--- src/rtl/flot_div_mul_if.sv ---
// Operand/result bundle for the divider's final multiply stage.
//   master : side that drives the operands (reciprocal unit + dividend source)
//   slave  : flot_div_mul itself
//   in_valid/OP_A/exce_in     dividend, presented in the same cycle OP_B enters the reciprocal unit
//   rec_result/rec_exce       reciprocal 1/B and its exception tag, REC_LAT cycles later
//   out_valid/result          quotient A/B and its valid strobe
//   exce_out/underflow        exception and flush-to-zero flags, meaningful while out_valid=1
interface flot_div_mul_if #(
  parameter int unsigned WIDTH = 32
);
  logic             in_valid;
  logic [WIDTH-1:0] OP_A;
  logic             exce_in;
  logic [WIDTH-1:0] rec_result;
  logic             rec_exce;
  logic             out_valid;
  logic [WIDTH-1:0] result;
  logic             exce_out;
  logic             underflow;

  modport master (
    output in_valid, OP_A, exce_in, rec_result, rec_exce,
    input  out_valid, result, exce_out, underflow
  );

  modport slave (
    input  in_valid, OP_A, exce_in, rec_result, rec_exce,
    output out_valid, result, exce_out, underflow
  );
endinterface

--- src/rtl/flot_div_mul.sv ---
// Final divider stage: result = A * (1/B), with A delayed to meet the reciprocal.
//   CLK   rising-edge clock for all state
//   nRST  synchronous active-low reset, clears every register
//   CE    clock enable, 0 freezes the whole pipe
//   bus   flot_div_mul_if.slave operand/result bundle
// Pipe: REC_LAT-deep A delay line -> M1 unpack -> M2 multiply -> M3 normalise/pack.
// Truncating multiply, no denormals (zero exponent field means zero).
module flot_div_mul #(
  parameter int unsigned WIDTH     = 32,
  parameter int unsigned WIDTH_exp = 8,
  parameter int unsigned WIDTH_mat = 23,
  parameter int unsigned REC_LAT   = 2
) (
  input  logic         CLK,
  input  logic         nRST,
  input  logic         CE,
  flot_div_mul_if.slave bus
);

  localparam int unsigned EW   = WIDTH_exp + 2;   // exponent with sign + carry headroom
  localparam int unsigned MW   = WIDTH_mat + 1;   // mantissa incl. hidden one
  localparam int unsigned PW   = 2 * MW;          // full product width
  localparam int unsigned BIAS = (1 << (WIDTH_exp - 1)) - 1;
  localparam int unsigned EMAX = (1 << WIDTH_exp) - 1;

  // Delay line for {in_valid, OP_A, exce_in}
  logic             dly_v_q [REC_LAT];
  logic [WIDTH-1:0] dly_a_q [REC_LAT];
  logic             dly_x_q [REC_LAT];

  // M1 registers
  logic          v1_q, s1_q, z1_q, x1_q;
  logic [EW-1:0] e1_q;
  logic [MW-1:0] ma1_q, mr1_q;
  logic          v1_d, s1_d, z1_d, x1_d;
  logic [EW-1:0] e1_d;
  logic [MW-1:0] ma1_d, mr1_d;

  // M2 registers
  logic          v2_q, s2_q, z2_q, x2_q;
  logic [EW-1:0] e2_q;
  logic [PW-1:0] p2_q;
  logic [PW-1:0] p2_d;

  // Output registers
  logic             ov_q, exc_q, unf_q;
  logic [WIDTH-1:0] res_q;
  logic             ov_d, exc_d, unf_d;
  logic [WIDTH-1:0] res_d;

  // M3 intermediates
  logic                 ovf_c, unf_c;
  logic [EW-1:0]        en_c;
  logic [WIDTH_mat-1:0] mant_c;

  // Product bits below the truncation point are intentionally dropped
  logic unused_p_lo;
  assign unused_p_lo = ^p2_q[WIDTH_mat-1:0];

  // M1: unpack the delay-line tail against the reciprocal
  always_comb begin
    logic [WIDTH-1:0] a_t;
    logic [WIDTH-1:0] r_t;
    a_t   = dly_a_q[REC_LAT-1];
    r_t   = bus.rec_result;
    v1_d  = dly_v_q[REC_LAT-1];
    s1_d  = a_t[WIDTH-1] ^ r_t[WIDTH-1];
    e1_d  = {2'b00, a_t[WIDTH-2 -: WIDTH_exp]} + {2'b00, r_t[WIDTH-2 -: WIDTH_exp]} - EW'(BIAS);
    ma1_d = {1'b1, a_t[WIDTH_mat-1:0]};
    mr1_d = {1'b1, r_t[WIDTH_mat-1:0]};
    z1_d  = (a_t[WIDTH-2:0] == '0) || (r_t[WIDTH-2:0] == '0);
    x1_d  = dly_x_q[REC_LAT-1] | bus.rec_exce;
  end

  // M2: mantissa product
  always_comb begin
    p2_d = PW'(ma1_q) * PW'(mr1_q);
  end

  // M3: normalise, classify, pack; exponent MSB is the sign of the biased exponent
  always_comb begin
    res_d  = '0;
    exc_d  = 1'b0;
    unf_d  = 1'b0;
    ovf_c  = 1'b0;
    unf_c  = 1'b0;
    ov_d   = v2_q;
    en_c   = p2_q[PW-1] ? (e2_q + EW'(1)) : e2_q;
    mant_c = p2_q[PW-1] ? p2_q[PW-2 -: WIDTH_mat] : p2_q[PW-3 -: WIDTH_mat];
    if (z2_q) begin
      res_d = {s2_q, {(WIDTH-1){1'b0}}};
    end else if (!en_c[EW-1] && (en_c >= EW'(EMAX))) begin
      ovf_c = 1'b1;
      res_d = {s2_q, {WIDTH_exp{1'b1}}, {WIDTH_mat{1'b0}}};
    end else if (en_c[EW-1] || (en_c == '0)) begin
      unf_c = 1'b1;
      res_d = {s2_q, {(WIDTH-1){1'b0}}};
    end else begin
      res_d = {s2_q, en_c[WIDTH_exp-1:0], mant_c};
    end
    exc_d = v2_q & (x2_q | ovf_c);
    unf_d = v2_q & unf_c;
  end

  // All state: sync reset, CE-gated advance
  always_ff @(posedge CLK) begin
    if (!nRST) begin
      for (int i = 0; i < int'(REC_LAT); i++) begin
        dly_v_q[i] <= 1'b0;
        dly_a_q[i] <= '0;
        dly_x_q[i] <= 1'b0;
      end
      v1_q  <= 1'b0;
      s1_q  <= 1'b0;
      z1_q  <= 1'b0;
      x1_q  <= 1'b0;
      e1_q  <= '0;
      ma1_q <= '0;
      mr1_q <= '0;
      v2_q  <= 1'b0;
      s2_q  <= 1'b0;
      z2_q  <= 1'b0;
      x2_q  <= 1'b0;
      e2_q  <= '0;
      p2_q  <= '0;
      ov_q  <= 1'b0;
      res_q <= '0;
      exc_q <= 1'b0;
      unf_q <= 1'b0;
    end else if (CE) begin
      dly_v_q[0] <= bus.in_valid;
      dly_a_q[0] <= bus.OP_A;
      dly_x_q[0] <= bus.exce_in;
      for (int i = 1; i < int'(REC_LAT); i++) begin
        dly_v_q[i] <= dly_v_q[i-1];
        dly_a_q[i] <= dly_a_q[i-1];
        dly_x_q[i] <= dly_x_q[i-1];
      end
      v1_q  <= v1_d;
      s1_q  <= s1_d;
      z1_q  <= z1_d;
      x1_q  <= x1_d;
      e1_q  <= e1_d;
      ma1_q <= ma1_d;
      mr1_q <= mr1_d;
      v2_q  <= v1_q;
      s2_q  <= s1_q;
      z2_q  <= z1_q;
      x2_q  <= x1_q;
      e2_q  <= e1_q;
      p2_q  <= p2_d;
      ov_q  <= ov_d;
      res_q <= res_d;
      exc_q <= exc_d;
      unf_q <= unf_d;
    end
  end

  assign bus.out_valid = ov_q;
  assign bus.result    = res_q;
  assign bus.exce_out  = exc_q;
  assign bus.underflow = unf_q;

endmodule

--- src/flat_wrapper.sv ---
// flat-port wrapper written by rule: the top's interface ports become plain ports
module flot_div_mul_flat 
#(
  parameter int unsigned WIDTH     = 32,
  parameter int unsigned WIDTH_exp = 8,
  parameter int unsigned WIDTH_mat = 23,
  parameter int unsigned REC_LAT   = 2
)
  (CLK, nRST, CE, bus_in_valid, bus_OP_A, bus_exce_in, bus_rec_result, bus_rec_exce, bus_out_valid, bus_result, bus_exce_out, bus_underflow);
  flot_div_mul_if #(.WIDTH(WIDTH)) bus_i ();
  input  logic CLK;
  input  logic nRST;
  input  logic CE;
  input wire logic [$bits(bus_i.in_valid)-1:0] bus_in_valid;
  input wire logic [$bits(bus_i.OP_A)-1:0] bus_OP_A;
  input wire logic [$bits(bus_i.exce_in)-1:0] bus_exce_in;
  input wire logic [$bits(bus_i.rec_result)-1:0] bus_rec_result;
  input wire logic [$bits(bus_i.rec_exce)-1:0] bus_rec_exce;
  output wire logic [$bits(bus_i.out_valid)-1:0] bus_out_valid;
  output wire logic [$bits(bus_i.result)-1:0] bus_result;
  output wire logic [$bits(bus_i.exce_out)-1:0] bus_exce_out;
  output wire logic [$bits(bus_i.underflow)-1:0] bus_underflow;
  assign bus_i.in_valid = bus_in_valid;
  assign bus_i.OP_A = bus_OP_A;
  assign bus_i.exce_in = bus_exce_in;
  assign bus_i.rec_result = bus_rec_result;
  assign bus_i.rec_exce = bus_rec_exce;
  assign bus_out_valid = bus_i.out_valid;
  assign bus_result = bus_i.result;
  assign bus_exce_out = bus_i.exce_out;
  assign bus_underflow = bus_i.underflow;
  flot_div_mul #(.WIDTH(WIDTH), .WIDTH_exp(WIDTH_exp), .WIDTH_mat(WIDTH_mat), .REC_LAT(REC_LAT)) u_core (.CLK(CLK), .nRST(nRST), .CE(CE), .bus(bus_i));
endmodule
--- config.mk ---
export PLATFORM = sky130hd
export DESIGN_NAME = flot_div_mul_flat
export DESIGN_NICKNAME = d
export VERILOG_FILES = /design/src/rtl/flot_div_mul_if.sv /design/src/rtl/flot_div_mul.sv /design/src/flat_wrapper.sv
export SDC_FILE = /design/constraint.sdc
export NUM_CORES = 2
export LEC_CHECK = 0
export CAP_MARGIN = 25
export CORE_AREA = 8 8 222 224
export CTS_CLUSTER_DIAMETER = 60
export DETAILED_ROUTE_END_ITERATION = 12
export DIE_AREA = 0 0 230 232
export DONT_BUFFER_PORTS = 1
export PLACE_DENSITY_LB_ADDON = 0.12
export SLEW_MARGIN = 10
export SYNTH_ARGS = -nofsm -noshare
export SYNTH_HDL_FRONTEND = slang
export SYNTH_SLANG_ARGS = --single-unit
--- constraint.sdc ---
create_clock -name CLK -period 6.4 [get_ports CLK]
set_input_delay 0.32 -clock CLK [delete_from_list [all_inputs] [get_ports CLK]]
set_output_delay 0.32 -clock CLK [all_outputs]
set_load 0.05 [all_outputs]
==> run_results.csv <==
group,metric,value,unit
die,dieHeight,232,um
power_and_ir_drop,p_int,2.77,mW
timing,relSlewSlack,36.3,%
route,drt_wl_total,76000,um
cts,htreeDepth,1,
layout,fin_cells,3694,
timing,setup_ws,-195,ps
cts,cts-root-buf,"clkbuf_16",
logic_synthesis,synth_common_cells,"552 x inv_1, 482 x fa_1, 358 x nand2_1",
timing,finalMaxSlewViolations,0,
timing,hold_viol,0,
worst_setup_path,cp_num_buf_inv,8,
logic_synthesis,synth_area_leaders,"fa_1 36%, dfxtp_1 10%, ha_1 8.3%",
route,via_per_inst,5.60,
logic_synthesis,syn_area,27100,um^2
worst_setup_path,slowest_delay,520,ps
timing,fmax,152,MHz
die,die_width,230,um
global_routing,grt_pass1_vias,22300,
power_and_ir_drop,p_leak,15.3,nW
power_and_ir_drop,p_comb_share,31.8,%
logic_synthesis,yosysSeqAreaShare,17.5,%
timing,min_period,6600,ps
cts,clk_pin_slew,60,ps
logic_synthesis,syn_avg_cell_area,9.44,um^2
cts,cts_tree,"yes",
timing,setup_violations,12,
power_and_ir_drop,pwr-share-clk,32.1,%
logic_synthesis,ys.flop_type,"dfxtp_1",
global_routing,grt_first_pass_wirelength,119000,um
power_and_ir_drop,ir_drop,0.240,mV
placed_design,place.gp.congestion,0.912,
worst_setup_path,slowest_stage,"fa_1",
route,drc,0,
cts,cts_buffers,23,
timing,grt_setup_unrepaired,"true",
layout,n_antenna_cell,0,
worst_setup_path,cpLargestDelayFamily,"adder cells",
layout,fin_util,70.2,%
logic_synthesis,ys_types,76,
power_and_ir_drop,swShare,33.7,%
global_routing,antenna_found_initial,1,
timing,fin_crit_sh,103,%
placed_design,numPortBuffers,0,
route,vias,20700,
die,die-area,53400,um^2
route,drtIter0Drc,1280,
logic_synthesis,synth-edff-count,68,
layout,syn_to_final_growth,18.7,%
timing,fin_skew,15.6,ps
flow_run,cap_violations,0,
worst_setup_path,worst_ep_arrival_time,6990,ps
logic_synthesis,ys_warn_count,0,
timing,hold_slack,10.3,ps
layout,layout.nets,3802,
worst_setup_path,path_max_fanout,10,
placed_design,hpwl,58500,um
power_and_ir_drop,seqPwrFrac,36.2,%
status,violations,"negative setup slack",
power_and_ir_drop,switching_power,1.41,mW
logic_synthesis,ys_async_sr_fraction,0,%
global_routing,gr-usage-all-layers,28.1,%
timing,worstMarginPinSlew,954,ps
worst_setup_path,critical_path_class,"register to register",
global_routing,grt_remaining_overflow,0,
cts,clock_sinks,203,
route,wl_per_cell,20.6,um
logic_synthesis,yosysMostFrequentCell,"inv_1",
worst_setup_path,cp_common_cell,"fa_1",
route,antenna_left,0,
layout,n_fill_cell,3492,
layout,drive_gt1_share,17.7,%
logic_synthesis,netlist_instances,2872,
die,initial_core_util,59.1,%
power_and_ir_drop,power-per-cell-area,130,nW/um^2
min_path,hold_path_class,"input pin to register",
power_and_ir_drop,power,4.18,mW
logic_synthesis,yosys.area.top_type_share,35.6,%
die,rows,79,
die,fp.coreArea,45900,um^2
logic_synthesis,syn_nets,3604,
worst_setup_path,crit_required,6790,ps
placed_design,dpl.cell_count,3552,
worst_setup_path,end_kind,"register",
status,status,"finished with violations",
global_routing,grt_max_degree,134,
worst_setup_path,cp-start-kind,"register",
logic_synthesis,synth_area_leader_cell,"fa_1",
die,io_pins,105,
cts,clk-insertion-delay-late,550,ps
cts,cts_max_path_buffers,3,
logic_synthesis,synth-seq-cells,203,
route,dr.pass1.iters,5,
-- registers in the layout, summed over array words and instances, names as in the netlist --
register / cells
u_core.dly_a_q: 64
u_core.bus.result: 32
u_core.p2_q: 25
u_core.mr1_q: 24
u_core.ma1_q: 23
u_core.e1_q: 10
u_core.e2_q: 10
u_core.dly_v_q: 2
u_core.dly_x_q: 2
u_core.bus.exce_out: 1
u_core.bus.out_valid: 1
u_core.bus.underflow: 1
u_core.ov_d: 1
u_core.s1_q: 1
u_core.s2_q: 1
u_core.v1_q: 1
u_core.x1_q: 1
u_core.x2_q: 1
u_core.z1_q: 1
u_core.z2_q: 1
-- cell families (layout without fill, tap and decap cells) --
family | count (synthesis) | count (layout) | synth area share (%)
buf+inv | 709 | 924 | 10.0
fa+ha+maj | 662 | 662 | 43.9
xor+xnor | 38 | 38 | 1.23
compound gates | 228 | 228 | 5.86
simple gates | 938 | 938 | 18.0
mux | 94 | 94 | 3.47
flops | 203 | 203 | 17.5
-- what timing repair did --
item                       4_1_cts  5_1_grt
hold buffers                    47        0
resized for setup              178      120
gates cloned                     1        5
pin swaps                       67       78
setup endpoints to repair       24       25
hold endpoints to repair        92        0
buffers inserted                26       23
-- cell usage in the layout (no fill, tap or decap), types with 9 or more instances in the layout --
cell	count
inv_1	529
fa_1	457
nand2_1	348
and2_1	278
buf_4	202
ha_1	159
dfxtp_1	99
mux2i_1	94
and3_1	80
nor2b_1	70
edfxtp_1	68
dlygate4sd3_1	45
buf_12	39
nor2_1	37
o21ai_0	35
a21oi_1	33
buf_6	31
o21ai_2	27
clkbuf_16	27
dfxtp_4	27
a21o_1	25
fa_2	25
inv_2	23
nand4_1	23
ha_4	19
xnor2_1	18
and2_4	16
nor4_1	16
o21ai_1	15
xor2_1	14
a21oi_2	14
nand3_1	10
dfxtp_2	9
-- routing by layer --
layer,global-route usage (%),routed length [um],up-vias
met4,9.48,2780,0
li1,-,-,9242
met5,0,0,-
met2,50.0,38500,718
met1,34.7,29500,10500
met3,4.09,5220,185
-- power by group through the flow --
stage | Clock (mW) | Combinational (mW) | Sequential, mW
after global routing | 1.40 | 1.46 | 1.52
after CTS | 1.36 | 1.24 | 1.51
after global placement | 0 | 1.07 | 1.54
after detailed placement | 0 | 1.10 | 1.55
final | 1.34 | 1.33 | 1.51
after floorplan | 0 | 0.724 | 1.50
-- area by class of cell --
type	count	area, um^2	area share (%)
Timing Repair Buffer	330	3350	10.4
Clock inverter	14	148	0.459
Multi-Input combinational cell	1960	20400	63.4
Inverter	552	2070	6.44
Sequential cell	203	4860	15.1
Tap cell	607	759	2.36
Clock buffer	28	604	1.88
-- through the flow --
step	setup TNS (ps)	worst slack, ps	area [um^2]
CTS	-462	-100	31500
floorplan	0	2.61	27100
detailed placement	-8430	-601	29300
finish	-1280	-195	32200
global placement	-7170	-506	29300
global route	-4670	-376	32200
-- final timing paths --
kind | startpoint | endpoint | slack (ps) | cells past startpoint
max reg2reg | u_core.mr1_q[9]$_SDFFE_PN0P_ | u_core.p2_q[42]$_SDFFE_PN0P_ | -200 | 25
min | bus_OP_A[2] | u_core.dly_a_q[0][2]$_SDFFCE_PN0P_ | 10 | 1
min reg2reg | u_core.e1_q[9]$_SDFFE_PN0P_ | u_core.e1_q[9]$_SDFFE_PN0P_ | 460 | 1
max | u_core.mr1_q[9]$_SDFFE_PN0P_ | u_core.p2_q[42]$_SDFFE_PN0P_ | -200 | 25
(Power assumes the default switching activity.)
